<file path="config.mk">
export PLATFORM = sky130hd
export DESIGN_NAME = uart_cmd_decoder
export DESIGN_NICKNAME = d
export VERILOG_FILES = /design/src/rtl/uart_cmd_decoder.sv
export SDC_FILE = /design/constraint.sdc
export NUM_CORES = 1
export LEC_CHECK = 0
export CORE_AREA = 2 2 115 83
export DETAILED_ROUTE_END_ITERATION = 16
export DIE_AREA = 0 0 117 85
export HOLD_SLACK_MARGIN = 0.1
export PLACE_DENSITY = 0.85
export RECOVER_POWER = 100
export SLEW_MARGIN = 25
export SYNTH_ARGS = -nofsm -noshare
export SYNTH_HDL_FRONTEND = slang
export SYNTH_SLANG_ARGS = --single-unit
</file>
<file path="constraint.sdc">
create_clock -name clk -period 5.4 [get_ports clk]
set_input_delay 1.62 -clock clk [delete_from_list [all_inputs] [get_ports clk]]
set_output_delay 1.62 -clock clk [all_outputs]
set_load 0.02 [all_outputs]
</file>
<file path="src/rtl/uart_cmd_decoder.sv">
// Decodes framed command bytes from a show-ahead RX FIFO into address/data write requests.
// Address frames set the target address; data frames issue a write held until accepted.
module uart_cmd_decoder #(
  parameter int         WORD_BYTES  = 4,
  parameter int         USEDW_W     = 7,
  parameter logic [7:0] ADDR_HDR    = 8'hCC,
  parameter logic [7:0] DATA_HDR    = 8'hF3,
  parameter int         TIMEOUT_CYC = 1024,
  parameter bit         AUTO_INC    = 1'b1
) (
  input  logic                      clk,
  input  logic                      reset,
  input  logic [7:0]                i_uart_byte,
  input  logic                      i_FIFO_empty,
  input  logic [USEDW_W-1:0]        i_FIFO_usedw,
  output logic                      o_FIFO_rdreq,
  output logic [8*WORD_BYTES-1:0]   o_proc_addr,
  output logic [8*WORD_BYTES-1:0]   o_proc_data,
  output logic                      o_wren,
  input  logic                      i_wr_ready,
  output logic                      o_error,
  output logic [1:0]                o_err_code
);

  localparam int W     = 8 * WORD_BYTES;
  localparam int CNT_W = (WORD_BYTES > 1) ? $clog2(WORD_BYTES) : 1;
  localparam int TMO_W = (TIMEOUT_CYC > 1) ? $clog2(TIMEOUT_CYC) : 1;

  typedef enum logic [1:0] {
    IDLE    = 2'd0,
    RD_ADDR = 2'd1,
    RD_DATA = 2'd2,
    WRITE   = 2'd3
  } state_t;

  state_t             r_state;
  state_t             w_next;
  logic [CNT_W-1:0]   r_byteCnt;
  logic [TMO_W-1:0]   r_tmo;
  logic [W-1:0]       r_shift;
  logic [W-1:0]       r_addr;
  logic [W-1:0]       r_data;
  logic               r_addrValid;
  logic               r_wren;
  logic               r_error;
  logic [1:0]         r_errCode;

  logic               w_pop;
  logic               w_last;
  logic               w_tmoHit;
  logic               w_errSet;
  logic [1:0]         w_errVal;
  logic [W+7:0]       w_cat;
  logic [W-1:0]       w_word;

  // Fill level is status only; folded into an unused sink.
  logic               w_unusedUsedw;
  assign w_unusedUsedw = ^i_FIFO_usedw;

  // The word completed by the current byte, MSB first.
  assign w_cat    = {r_shift, i_uart_byte};
  assign w_word   = w_cat[W-1:0];
  assign w_last   = (r_byteCnt == CNT_W'(WORD_BYTES - 1));
  assign w_tmoHit = (r_tmo == TMO_W'(TIMEOUT_CYC - 1));

  always_comb begin
    w_next   = r_state;
    w_pop    = 1'b0;
    w_errSet = 1'b0;
    w_errVal = 2'd0;
    case (r_state)
      IDLE: begin
        if (!i_FIFO_empty) begin
          w_pop = 1'b1;
          if (i_uart_byte == ADDR_HDR) begin
            w_next = RD_ADDR;
          end else if (i_uart_byte == DATA_HDR) begin
            w_next = RD_DATA;
          end else begin
            w_errSet = 1'b1;
            w_errVal = 2'd1;
          end
        end
      end
      RD_ADDR, RD_DATA: begin
        if (!i_FIFO_empty) begin
          w_pop = 1'b1;
          if (w_last) begin
            if (r_state == RD_ADDR) begin
              w_next = IDLE;
            end else if (r_addrValid) begin
              w_next = WRITE;
            end else begin
              w_next   = IDLE;
              w_errSet = 1'b1;
              w_errVal = 2'd2;
            end
          end
        end else if (w_tmoHit) begin
          w_next   = IDLE;
          w_errSet = 1'b1;
          w_errVal = 2'd3;
        end
      end
      WRITE: begin
        if (r_wren && i_wr_ready) begin
          w_next = IDLE;
        end
      end
      default: w_next = IDLE;
    endcase
  end

  // State, frame assembly, timeout and write handshake registers.
  always_ff @(posedge clk) begin
    if (reset) begin
      r_state     <= IDLE;
      r_byteCnt   <= '0;
      r_tmo       <= '0;
      r_shift     <= '0;
      r_addr      <= '0;
      r_data      <= '0;
      r_addrValid <= 1'b0;
      r_wren      <= 1'b0;
      r_error     <= 1'b0;
      r_errCode   <= 2'd0;
    end else begin
      r_state <= w_next;
      r_error <= w_errSet;
      if (w_errSet) begin
        r_errCode <= w_errVal;
      end

      if (r_state == RD_ADDR || r_state == RD_DATA) begin
        if (w_pop) begin
          r_tmo     <= '0;
          r_shift   <= w_word;
          r_byteCnt <= w_last ? '0 : r_byteCnt + CNT_W'(1);
        end else if (w_tmoHit) begin
          r_tmo     <= '0;
          r_byteCnt <= '0;
        end else begin
          r_tmo <= r_tmo + TMO_W'(1);
        end
      end else begin
        r_tmo     <= '0;
        r_byteCnt <= '0;
      end

      if (r_state == RD_ADDR && w_pop && w_last) begin
        r_addr      <= w_word;
        r_addrValid <= 1'b1;
      end

      if (r_state == RD_DATA && w_pop && w_last && r_addrValid) begin
        r_data <= w_word;
        r_wren <= 1'b1;
      end

      // Acceptance either advances the address (wrapping) or retires it.
      if (r_state == WRITE && r_wren && i_wr_ready) begin
        r_wren <= 1'b0;
        if (AUTO_INC) begin
          r_addr <= r_addr + W'(WORD_BYTES);
        end else begin
          r_addrValid <= 1'b0;
        end
      end
    end
  end

  assign o_FIFO_rdreq = w_pop && !reset;
  assign o_proc_addr  = r_addr;
  assign o_proc_data  = r_data;
  assign o_wren       = r_wren;
  assign o_error      = r_error;
  assign o_err_code   = r_errCode;

endmodule

</file>
=== Word level (Yosys, flattened, before mapping) ===
Cells that the tools add are included.

* Multiply operators: 0
* Equal/unequal tests: 12
* Bitwise operators: 1
* Muxes and demuxes: 34
* Shift operators: 0
* $lt $le $gt $ge: 0
* Reductions and logical operators: 21
* Add/subtract/negate cells: 3
* Divide/modulo/power cells: 0

{| class="wikitable"
|+ Operator list
! cell !! count
|-
| 32-bit 2-to-1 mux || 2
|-
| 32-bit by 3-bit adder with 32-bit output (second input constant) || 1
|-
| 2-bit 2-to-1 mux || 16
|-
| 8-bit == test (second input constant) || 2
|-
| 1-bit 2-to-1 mux || 13
|-
| 10-bit by 1-bit adder with 10-bit output (second input constant) || 1
|-
| 10-bit == test (second input constant) || 1
|-
| 1-bit logical AND || 9
|-
| 3-bit inequality test (second input constant) || 3
|-
| 2-bit == test (second input constant) || 3
|-
| 2-bit one-hot mux with 3 select lines || 1
|-
| 2-bit OR reduction || 3
|-
| 5-bit AND reduction || 1
|-
| 2-bit inequality test (second input constant) || 2
|-
| 2-bit one-hot mux with 2 select lines || 1
|-
| 2-bit nonzero test || 2
|-
| 4-bit OR reduction || 1
|-
| 3-bit OR reduction || 1
|-
| 2-bit by 1-bit adder with 2-bit output (second input constant) || 1
|-
| 2-bit by 1-bit == test with 1-bit output (second input constant) || 1
|-
| 2-bit zero test || 1
|-
| 1-bit one-hot mux with 2 select lines || 1
|-
| 2-bit AND reduction || 1
|-
| 1-bit zero test || 1
|-
| 2 further kinds || 2
|}

* Logic and storage cells: 81
* Memory bits (writable): 0
* Output and inout port bits: 69
* Memories: 0
* Input port bits: 19
* Bits in latches: 0
* ROM bits: 0
* Bits in registers: 107

=== Longest topological paths before layout ===
* Depth in word-level cells: 7
* Depth in mapped cells: 8
* Mapped depth without buffers: 7

=== Least setup slack after synthesis ===
OpenSTA, ideal clock, no wires.

* Path type: input port to output port
* From: in reset
* To: out o_FIFO_rdreq
* Buffers on the path: 2
* Cell stages on the path: 3
* Data required time: 3.780 ns
* Path slack: 1.325 ns
* Arrival: 2.455 ns
* Cell sequence: clkbuf_1 -> clkbuf_1 -> nor3_1

* Longest elaborated chain between the ends: 2

{| class="wikitable"
|+ RTL lines
! what !! RTL line !! source
|-
| start: declaration || 12 || <nowiki>input logic reset,</nowiki>
|-
| 1-bit zero test || 172 || <nowiki>assign o_FIFO_rdreq = w_pop && !reset;</nowiki>
|-
| 1-bit logical AND || 172 ||
|-
| end: declaration || 16 || <nowiki>output logic o_FIFO_rdreq,</nowiki>
|}

No other way between the ends.

=== Final worst setup path ===
* From: in i_FIFO_empty
* To: out o_FIFO_rdreq

* Longest elaborated chain between the ends: 3

{| class="wikitable"
|+ RTL lines
! what !! RTL line !! source
|-
| start: declaration || 14 || <nowiki>input logic i_FIFO_empty,</nowiki>
|-
| 1-bit 2-to-1 mux || 73, 86 ||
|-
| 1-bit 2-to-1 mux || n/a ||
|-
| 1-bit logical AND || 172 ||
|}

No other way between the ends.

==> impl_metrics.ini <==
[run_status]
status = finished with violations
violations = capacitance limit, slew limit

[clocking]
htreeDepth = 3
hold_buffers = 0
cts_tree = yes
postCtsSetupRepairBufs = 0
clkLatencyLatePin_ns = 0.36
cts_resized = 0
cts_buffer_depth = 2
root_buffer = clkbuf_16
clock_sink_count = 107
cts_buffers = 9
clk_pin_slew_ns = 0.07

[layout]
nNetsFinal = 688
utilization_pct = 66.3
final_cell_count_no_fill = 789
drive_above_1_share_pct = 4.36
multi_input_area_sq_um = 2450
areaGrowthSynthToFinish_pct = 23.8
regArea_sq_um = 2140
fillCellCount = 720
finalInstanceArea_sq_um = 5900
diodes = 0

[logic_synthesis]
synth_top_family_by_area = simple AND/OR/NAND/NOR gates
ys.flop_type = dfxtp_1
synth_compound_area_share_pct = 17.1
ys_seq_area_share_pct = 45.0
async_reset_ff_share_pct = 0
synth_edf_count = 0
ys_types = 56
synth_mux_area_share_pct = 0.683
synthesis.area_sq_um = 4760
synthAdderAreaFrac_pct = 2.37
synth_simple_gate_area_share_pct = 29.5
synth_xor_area_share_pct = 1.66
syn_nets = 626
synth.avg_cell_area_sq_um = 7.96
synthCells = 598
ys_seq_elements = 107
ys_warn_count = 0

[floorplanning]
dieArea_sq_um = 9950
start_util_pct = 53.6
ioPinCount = 88
die_height_um = 85
core_area_sq_um = 8890
rows = 29
die_w_um = 117

[detailed_routing]
wl_um = 13300
first_pass_iters = 5
ant_nets = 0
dr.first_iter.drc_count = 488
vias = 4647
wl_per_cell_um = 16.8
drc = 0
viasPerCell = 5.89

[pwr]
clockPowerShare_pct = 39.7
pwr-share-comb_pct = 9.9
pwr-share-seq_pct = 50.5
p_leak_nw = 2.15
vdd_drop_max_v = 0.000158
cellPowerDensity_nw_per_um2 = 284
total_power_mw = 1.67
sw_frac_of_total_pct = 27.7
power_switching_mw = 0.464
internal-power_mw = 1.21

[global_routing]
grt-ovfl-total = 0
grt_pass1_wl_um = 21500
track_usage_pct = 27.5
grt_pass1_vias = 4255
antenna_found_initial = 0
grt_start_max_net_pins = 90

[timing]
period_share_pct = 89.3
setup_violations = 0
hold-worst-slack_ns = 0.445
slew_violations = 90
fin_ws_ns = 0.579
rsz0062_at_grt = no
setup_tns_ns = 0
fmax_ghz = 0.207
period_needed_ns = 4.82
worst_pin_slew_ns = 1.80
finalHoldViolCount = 0
clock_skew_ns = 0.00957
slew_headroom_pct = -20.2

[worst_setup_path]
slowest_delay_ns = 0.70
critPathCaptureType = output port
cp_max_fo = 9
path_delay_family = buffers and inverters
worst-path-stages = 3
critPathSlowestCell = dlygate4sd3_1
path_cells = dlygate4sd3_1 -> nor3_1 -> dlygate4sd3_1
crit_path_frequent_cell = dlygate4sd3_1
worstPathArrival_ns = 3.20
startpoint_type = input pin
reg2regPathDepth = 6
critical_path_class = input pin to output port
required_ns = 3.78
critical_path_buf_inv_count = 2

[placed_design]
port_buffers = 80
place_area_sq_um = 5600
preCtsSetupSlack_ns = 0.727
place_hpwl_um = 9220
place.gp.congestion = 0.918
placed_cells = 773

[min_path]
min_path_type = flip-flop to flip-flop
min_path_cells = 1

[flow_run]
drv_cap = 1
## registers in the layout, indices dropped and copies added (netlist names)
signal and cells:
o_wren 1, r_shift 24, r_addrValid 1, r_state 2, o_error 1, o_err_code 2
r_tmo 10, o_proc_data 32, o_proc_addr 32, r_byteCnt 2
## cell usage after synthesis, drive strengths merged, types with 2 or more instances
master | n | area, sq um
nor4b | 2 | 17.5
nor3b | 2 | 15.0
nor2 | 48 | 190
o211ai | 5 | 37.5
o21bai | 2 | 15.0
ha | 9 | 113
nor3 | 16 | 96.4
a311oi | 6 | 52.6
nand3 | 18 | 120
and2 | 3 | 18.8
or4b | 2 | 20.0
o221ai | 5 | 43.8
xor2 | 5 | 43.8
xnor2 | 4 | 35.0
dfxtp | 107 | 2140
o211a | 2 | 20.0
nand4 | 17 | 113
nand2b | 2 | 12.5
nor2b | 4 | 25.0
and3 | 9 | 58.8
inv | 8 | 30.0
o31a | 3 | 26.3
mux2 | 2 | 22.5
a211oi | 9 | 67.6
a31oi | 6 | 37.5
a221oi | 4 | 35.0
a21oi | 76 | 380
o21ai | 10 | 50.1
nand2 | 152 | 571
clkbuf | 20 | 75.1
and4 | 3 | 26.3
buf | 13 | 63.8
nand4bb | 2 | 22.5
nor4 | 4 | 25.0
or2 | 2 | 12.5
or3 | 6 | 42.5
## cell families after synthesis
logic type / Yosys count
simple gates: 294
compound gates: 134
flops: 107
buf+inv: 42
xor+xnor: 9
fa+ha+maj: 9
mux: 3
## metal layers
layer	part of all wire, %	GRT usage (%)	up-vias
li1	-	-	2227
met1	45	40.3	2204
met2	44	39.8	198
met3	10	7.36	18
met4	1.2	7.91	0
met5	0	0	-
## final timing paths
check,endpoint,slack (ns),startpoint
max,o_FIFO_rdreq,0.58,i_FIFO_empty
min,r_tmo[0]$_SDFF_PP0_,0.45,r_tmo[0]$_SDFF_PP0_
max reg2reg,o_proc_addr[24]$_SDFFE_PP0P_,2.30,r_state[0]$_SDFFE_PP0P_
min reg2reg,r_tmo[0]$_SDFF_PP0_,0.45,r_tmo[0]$_SDFF_PP0_
## cell type report
cell class,count,share of cell area [%]
Timing Repair Buffer,84,13.8
Inverter,9,0.573
Clock buffer,10,4.05
Sequential cell,107,36.3
Multi-Input combinational cell,449,41.5
Clock inverter,6,1.10
Tap cell,124,2.63
## layout by cell type (no fill, tap or decap), types with 3 or more instances in the layout
cell	synthesis	final
and3_1	7	7
nand4_1	16	16
dlygate4sd3_1	0	71
nor2b_1	4	4
a221oi_1	4	4
nor4_1	4	4
clkdlybuf4s50_1	0	8
nor3_1	14	14
and4_1	3	3
a211oi_1	9	9
nor2_1	46	46
clkbuf_1	20	3
o211ai_1	5	5
nand3_1	15	15
or3_1	5	5
dfxtp_1	107	107
clkbuf_16	0	9
a31oi_1	6	6
o221ai_1	5	5
o31a_1	3	3
a21oi_1	76	76
nand2_1	152	152
xor2_1	5	5
inv_1	8	8
o21ai_0	10	10
a311oi_1	6	6
ha_1	9	9
xnor2_1	4	4
## power by group through the flow
| stage | sequential, mW | clock (mW) | combinational [mW] |
|---|---|---|---|
| after global placement | 0.860 | 0 | 0.156 |
| after global routing | 0.848 | 0.703 | 0.181 |
| after floorplan | 0.854 | 0 | 0.111 |
| after CTS | 0.843 | 0.667 | 0.163 |
| after detailed placement | 0.861 | 0 | 0.161 |
| final | 0.844 | 0.663 | 0.165 |
Power figures use the tool's default switching activity.
==> variant 1, RTL diff (same settings) <==
The output `o_error` loses its register stage (`r_error` becomes a continuous assignment).
--- a/src/rtl/uart_cmd_decoder.sv
+++ b/src/rtl/uart_cmd_decoder.sv
@@ -123,9 +123,7 @@
       r_addrValid <= 1'b0;
       r_wren      <= 1'b0;
-      r_error     <= 1'b0;
       r_errCode   <= 2'd0;
     end else begin
       r_state <= w_next;
-      r_error <= w_errSet;
       if (w_errSet) begin
         r_errCode <= w_errVal;
@@ -170,4 +168,6 @@
   end
 
+  assign r_error = w_errSet;
+
   assign o_FIFO_rdreq = w_pop && !reset;
   assign o_proc_addr  = r_addr;
Check against the original RTL: not equivalent (a bounded check fails within 4 cycles, from zero or initial values and one cycle with reset high).
==> variant 1 against the unedited design <==
  * The run still ends with max-capacitance violations, max-slew violations left
  * Wire length decreased by 0.65%
  * Hold slack better by 0.0087 ns
  * Sequential share of layout area grew 0.11 points
  * Via count is 0.93% higher
  * Sequential cell count shrank 1
  * Final area is 1.2% lower
  * Final cell count is the same
  * Synthesized area fell by 2.4%
  * Setup slack lost 0.43 ns
Power is not compared: it rests on default switching activity, and its combinational part moved more than twofold at a synthesized area within 25%.
==> variant 1: results (changes against the unedited design) <==
stage;metric;value;unit;change
run_status;status;finished, violations left;;
run_status;violations;max-capacitance violations, max-slew violations;;
worst_hold_path;hold_path.class;reg -> reg;;
logic_synthesis;synth_compound_area_share;16.9;%;-0.25 points
cts;cts_made_buffers;9;;unchanged
logic_synthesis;yosys-top-cells-count;nand2_1, dfxtp_1, a21oi_1;;
global_route;grt_pass1_vias;4367;;+2.6%
route;drt-initial-drc-count;467;;-4.3%
worst_hold_path;hold_path_end;o_proc_addr[0];;
power_and_ir_drop;irDropWorstVdd;0.186;mV;
critical_path;critPathLaunch;i_uart_byte[3];;
logic_synthesis;yosysSeqAreaShare;45.7;%;+0.67 points
logic_synthesis;async_flop_share;0;%;unchanged
critical_path;reg2reg_slack;2.18;ns;-0.12 ns
critical_path;rr_worst_depth;6;;unchanged
global_route;grt_pass1_wl;21600;um;+0.42%
critical_path;crit_path_max_incr_delay;0.63;ns;-0.07 ns
logic_synthesis;synthMuxAreaShare;1.59;%;+0.91 points
cts;clk_latency;0.35;ns;
logic_synthesis;synth-xor-area-share;1.88;%;+0.23 points
global_route;grt_max_degree;101;;+12%
critical_path;r2r-end;o_proc_addr[23];;
sta;fin_skew;0.00714;ns;-0.00243 ns
final_layout;layout.nets;688;;unchanged
critical_path;endpoint;o_error;;
place;gp_routability_congestion;0.976;;+6.4%
final_layout;drive_gt1_share;4.96;%;+0.60 points
power_and_ir_drop;p_leak;0.00212;uW;
logic_synthesis;synth_cell_types;46;;-18%
critical_path;cp_max_fo;5;;-4
route;firstDrtPassIters;5;;unchanged
route;routed_wl;13200;um;-0.65%
global_route;grtUsageTotal;27.6;%;+0.13 points
logic_synthesis;synth_nets;621;;-0.80%
worst_hold_path;hp-start;o_proc_addr[0];;
place;dpl_cell_area;5550;um2;-0.98%
final_layout;insertedDiodeCount;0;;unchanged
logic_synthesis;synth_warnings;0;;unchanged
logic_synthesis;ys.flop_type;dfxtp_1;;
route;vias;4690;;+0.93%
critical_path;crit_slowest_cell;or4_1;;
job;cap_violations;1;;unchanged
logic_synthesis;synth_fa_ha_area_share;2.42;%;+0.058 points
critical_path;crit_arrival;3.63;ns;+0.43 ns
place;dpl_worst_slack;0.172;ns;-0.554 ns
cts;cts_buffer_depth;2;;unchanged
sta;finalCritPeriodShare;97.3;%;+8.0 points
sta;tightest_slew;1.61;ns;-0.194 ns
logic_synthesis;netlist_top_cells_area;dfxtp_1, nand2_1, a21oi_1;;
worst_hold_path;holdPathStages;2;;+1
critical_path;crit_family;buffers and inverters;;
route;drc;0;;unchanged
place;dp_hpwl;9190;um;-0.30%
sta;drv_slew;29;;-68%
variant 1: cell count changes in the layout (fill, tap and decap cells not counted), moves of 4 or more:
| cell | change |
|---|---|
| a21oi_1 | +4 |
| o221ai_1 | -5 |
| nor2b_1 | -4 |
| nor2_1 | +6 |
| nand2_1 | -8 |
| buf_4 | +8 |
| nor4_1 | +9 |
variant 1: power breakdown:
group	leakage [uW]	total (uW)	switching, uW	internal [uW]
Sequential	0.000854	782	0.787	782
Combinational	0.00113	42.9	25.6	17.3
Clock	0.000137	635	312	323
variant 1: metal layers:
layer | part of all wire, % | vias up | GRT usage [%]
li1 | - | 2208 | -
met1 | 45 | 2210 | 39.7
met2 | 43 | 243 | 39.9
met3 | 9.8 | 29 | 7.00
met4 | 1.9 | 0 | 10.5
met5 | 0 | - | 0
variant 1: layout make-up:
type | instances | area [um2]
multi-input combinational | 442 | 2350
clock inverter | 7 | 62.6
tap | 124 | 155
fill | 744 | 3070
clock buffer | 9 | 225
timing repair buffer | 92 | 875
inverter | 9 | 33.8
sequential | 106 | 2120
variant 1: kinds of logic after synthesis:
logic type,count (synthesis)
AO/OA/AOI/OAI,133
adder cells (fa/ha/maj),9
XOR/XNOR,10
buffers and inverters,45
multiplexers,7
AND/OR/NAND/NOR,283
flip-flops,106
variant 1: metrics by stage:
| stage | power, uW | cells | hold slack (ns) |
|---|---|---|---|
| after CTS | 1470 | 789 | 0.457 |
| after floorplan | 822 | 593 | 0.430 |
| final | 1460 | 789 | 0.454 |
| after global routing | 1500 | 789 | 0.470 |
| after global placement | 843 | 773 | 0.443 |
| after detailed placement | 844 | 773 | 0.446 |
variant 1: tightest hold or removal path, delay by kind of cell (launching register included):
family	cells	cell delay [ns]
compound gates	1	0.05
flops	1	0.31
simple gates	1	0.05
==> variant 2, RTL diff (config.mk and constraints unchanged) <==
Made on the original files. `AUTO_INC`: 1'b1 -> 1'b0.
--- a/src/rtl/uart_cmd_decoder.sv
+++ b/src/rtl/uart_cmd_decoder.sv
@@ -7,5 +7,5 @@
   parameter logic [7:0] DATA_HDR    = 8'hF3,
   parameter int         TIMEOUT_CYC = 1024,
-  parameter bit         AUTO_INC    = 1'b1
+  parameter bit         AUTO_INC    = 1'b0
 ) (
   input  logic                      clk,
Formal check against the unedited RTL: same outputs for any inputs over 4 cycles, from zero or initial values and one cycle with reset high; that may be too few to reach the edited logic, so the function may still have changed.
==> variant 2 against the unedited design <==
  * Critical endpoint unchanged
  * Wire length is 24% lower
  * Final area is 11% lower
  * Critical path depth rose by 1
  * Sequential cell count unchanged
  * Setup slack lost 0.16 ns
  * Power rose by 0.21%
  * Largest cell class is now flip-flops and latches
  * Synthesized area fell by 15%
  * Highest routed layer unchanged
  * Via count shrank 21%
  * The flow still finishes with violations (max-capacitance violations, max-slew violations)
==> variant 2: results (changes against the unedited design) <==
stage;metric;value;unit;change
logic_synthesis;synth_nets;529;;-15%
logic_synthesis;yosysSeqAreaShare;52.8;%;+7.8 points
global_route;grt_max_degree;98;;+8.9%
critical_path;reg2reg_slack;2.59;ns;+0.29 ns
critical_path;r2r-end;o_proc_data[18];;
place;dpl.cell_count;679;;-12%
run_status;violations;max-capacitance violations, max-slew violations;;
place;dp_hpwl;6740;um;-27%
logic_synthesis;netlist_top_cells_area;dfxtp_1, nand2_1, a21oi_1;;
job;cap_violations;1;;unchanged
final_layout;drive_gt1_share;4.03;%;-0.33 points
power_and_ir_drop;irDropWorstVdd;0.141;mV;-11%
critical_path;crit_path_max_incr_delay;0.67;ns;-0.03 ns
route;drt-initial-drc-count;402;;-18%
sta;drv_slew;98;;+8.9%
final_layout;layout.nets;592;;-14%
sta;hold_slack;0.452;ns;+0.00680 ns
run_status;status;finished, violations left;;
critical_path;crit_arrival;3.36;ns;+0.16 ns
logic_synthesis;yosys-top-cells-count;nand2_1, dfxtp_1, a21oi_1;;
worst_hold_path;hold_path_end;o_proc_data[0];;
route;via_per_inst;5.26;;-11%
logic_synthesis;avgSynthCellArea;8.07;um2;+1.3%
route;routed_wl;10000;um;-24%
final_layout;fillCellCount;758;;+5.3%
logic_synthesis;synth_cell_types;40;;-29%
variant 2: cell types whose count changed after synthesis, sizes merged, moves of 12 or more:
cell,change
a21oi,+15
nand2,+33
nor3,-13
nand3,-12
nand4,-13
nor2,-35
variant 2: cell families after synthesis:
| group | count (synthesis) | synth area share [%] |
|---|---|---|
| xor gates and xnor gates | 7 | 1.51 |
| DFF | 107 | 52.8 |
| and+or+nand+nor | 236 | 24.7 |
| adders and majority gates | 7 | 2.16 |
| AOI/OAI and AO/OA | 108 | 15.0 |
| buffers and inverters | 38 | 3.76 |
variant 2: report_power, final:
group          total, uW  internal (uW)  switching, uW
Clock                706            412            294
Sequential           833            809           23.2
Combinational        136           48.4           87.8
variant 2: per-layer routing:
layer | global-route usage (%) | vias up | wire [um]
li1 | - | 1793 | -
met3 | 4.93 | 12 | 659
met4 | 6.52 | 0 | 108
met1 | 29.8 | 1698 | 4880
met2 | 29.9 | 150 | 4380
met5 | 0 | - | 0
variant 2: worst max path at each step:
stage          cells after the start         start            to
6_report                           4  i_FIFO_empty  o_FIFO_rdreq
5_1_grt                            4  i_FIFO_empty  o_FIFO_rdreq
4_1_cts                            4  i_FIFO_empty  o_FIFO_rdreq
3_5_place_dp                       4  i_FIFO_empty  o_FIFO_rdreq
3_3_place_gp                       4  i_FIFO_empty  o_FIFO_rdreq
2_1_floorplan                      3  i_FIFO_empty  o_FIFO_rdreq
variant 2: layout make-up:
cell class | instances | area (um2) | share of cell area, %
clock buffers | 10 | 229 | 4.39
flip-flops and latches | 107 | 2140 | 41.0
clock inverters | 6 | 96.3 | 1.85
well taps | 124 | 155 | 2.97
multi-input cells | 358 | 1750 | 33.6
inverters | 6 | 22.5 | 0.432
repair buffers | 84 | 820 | 15.7
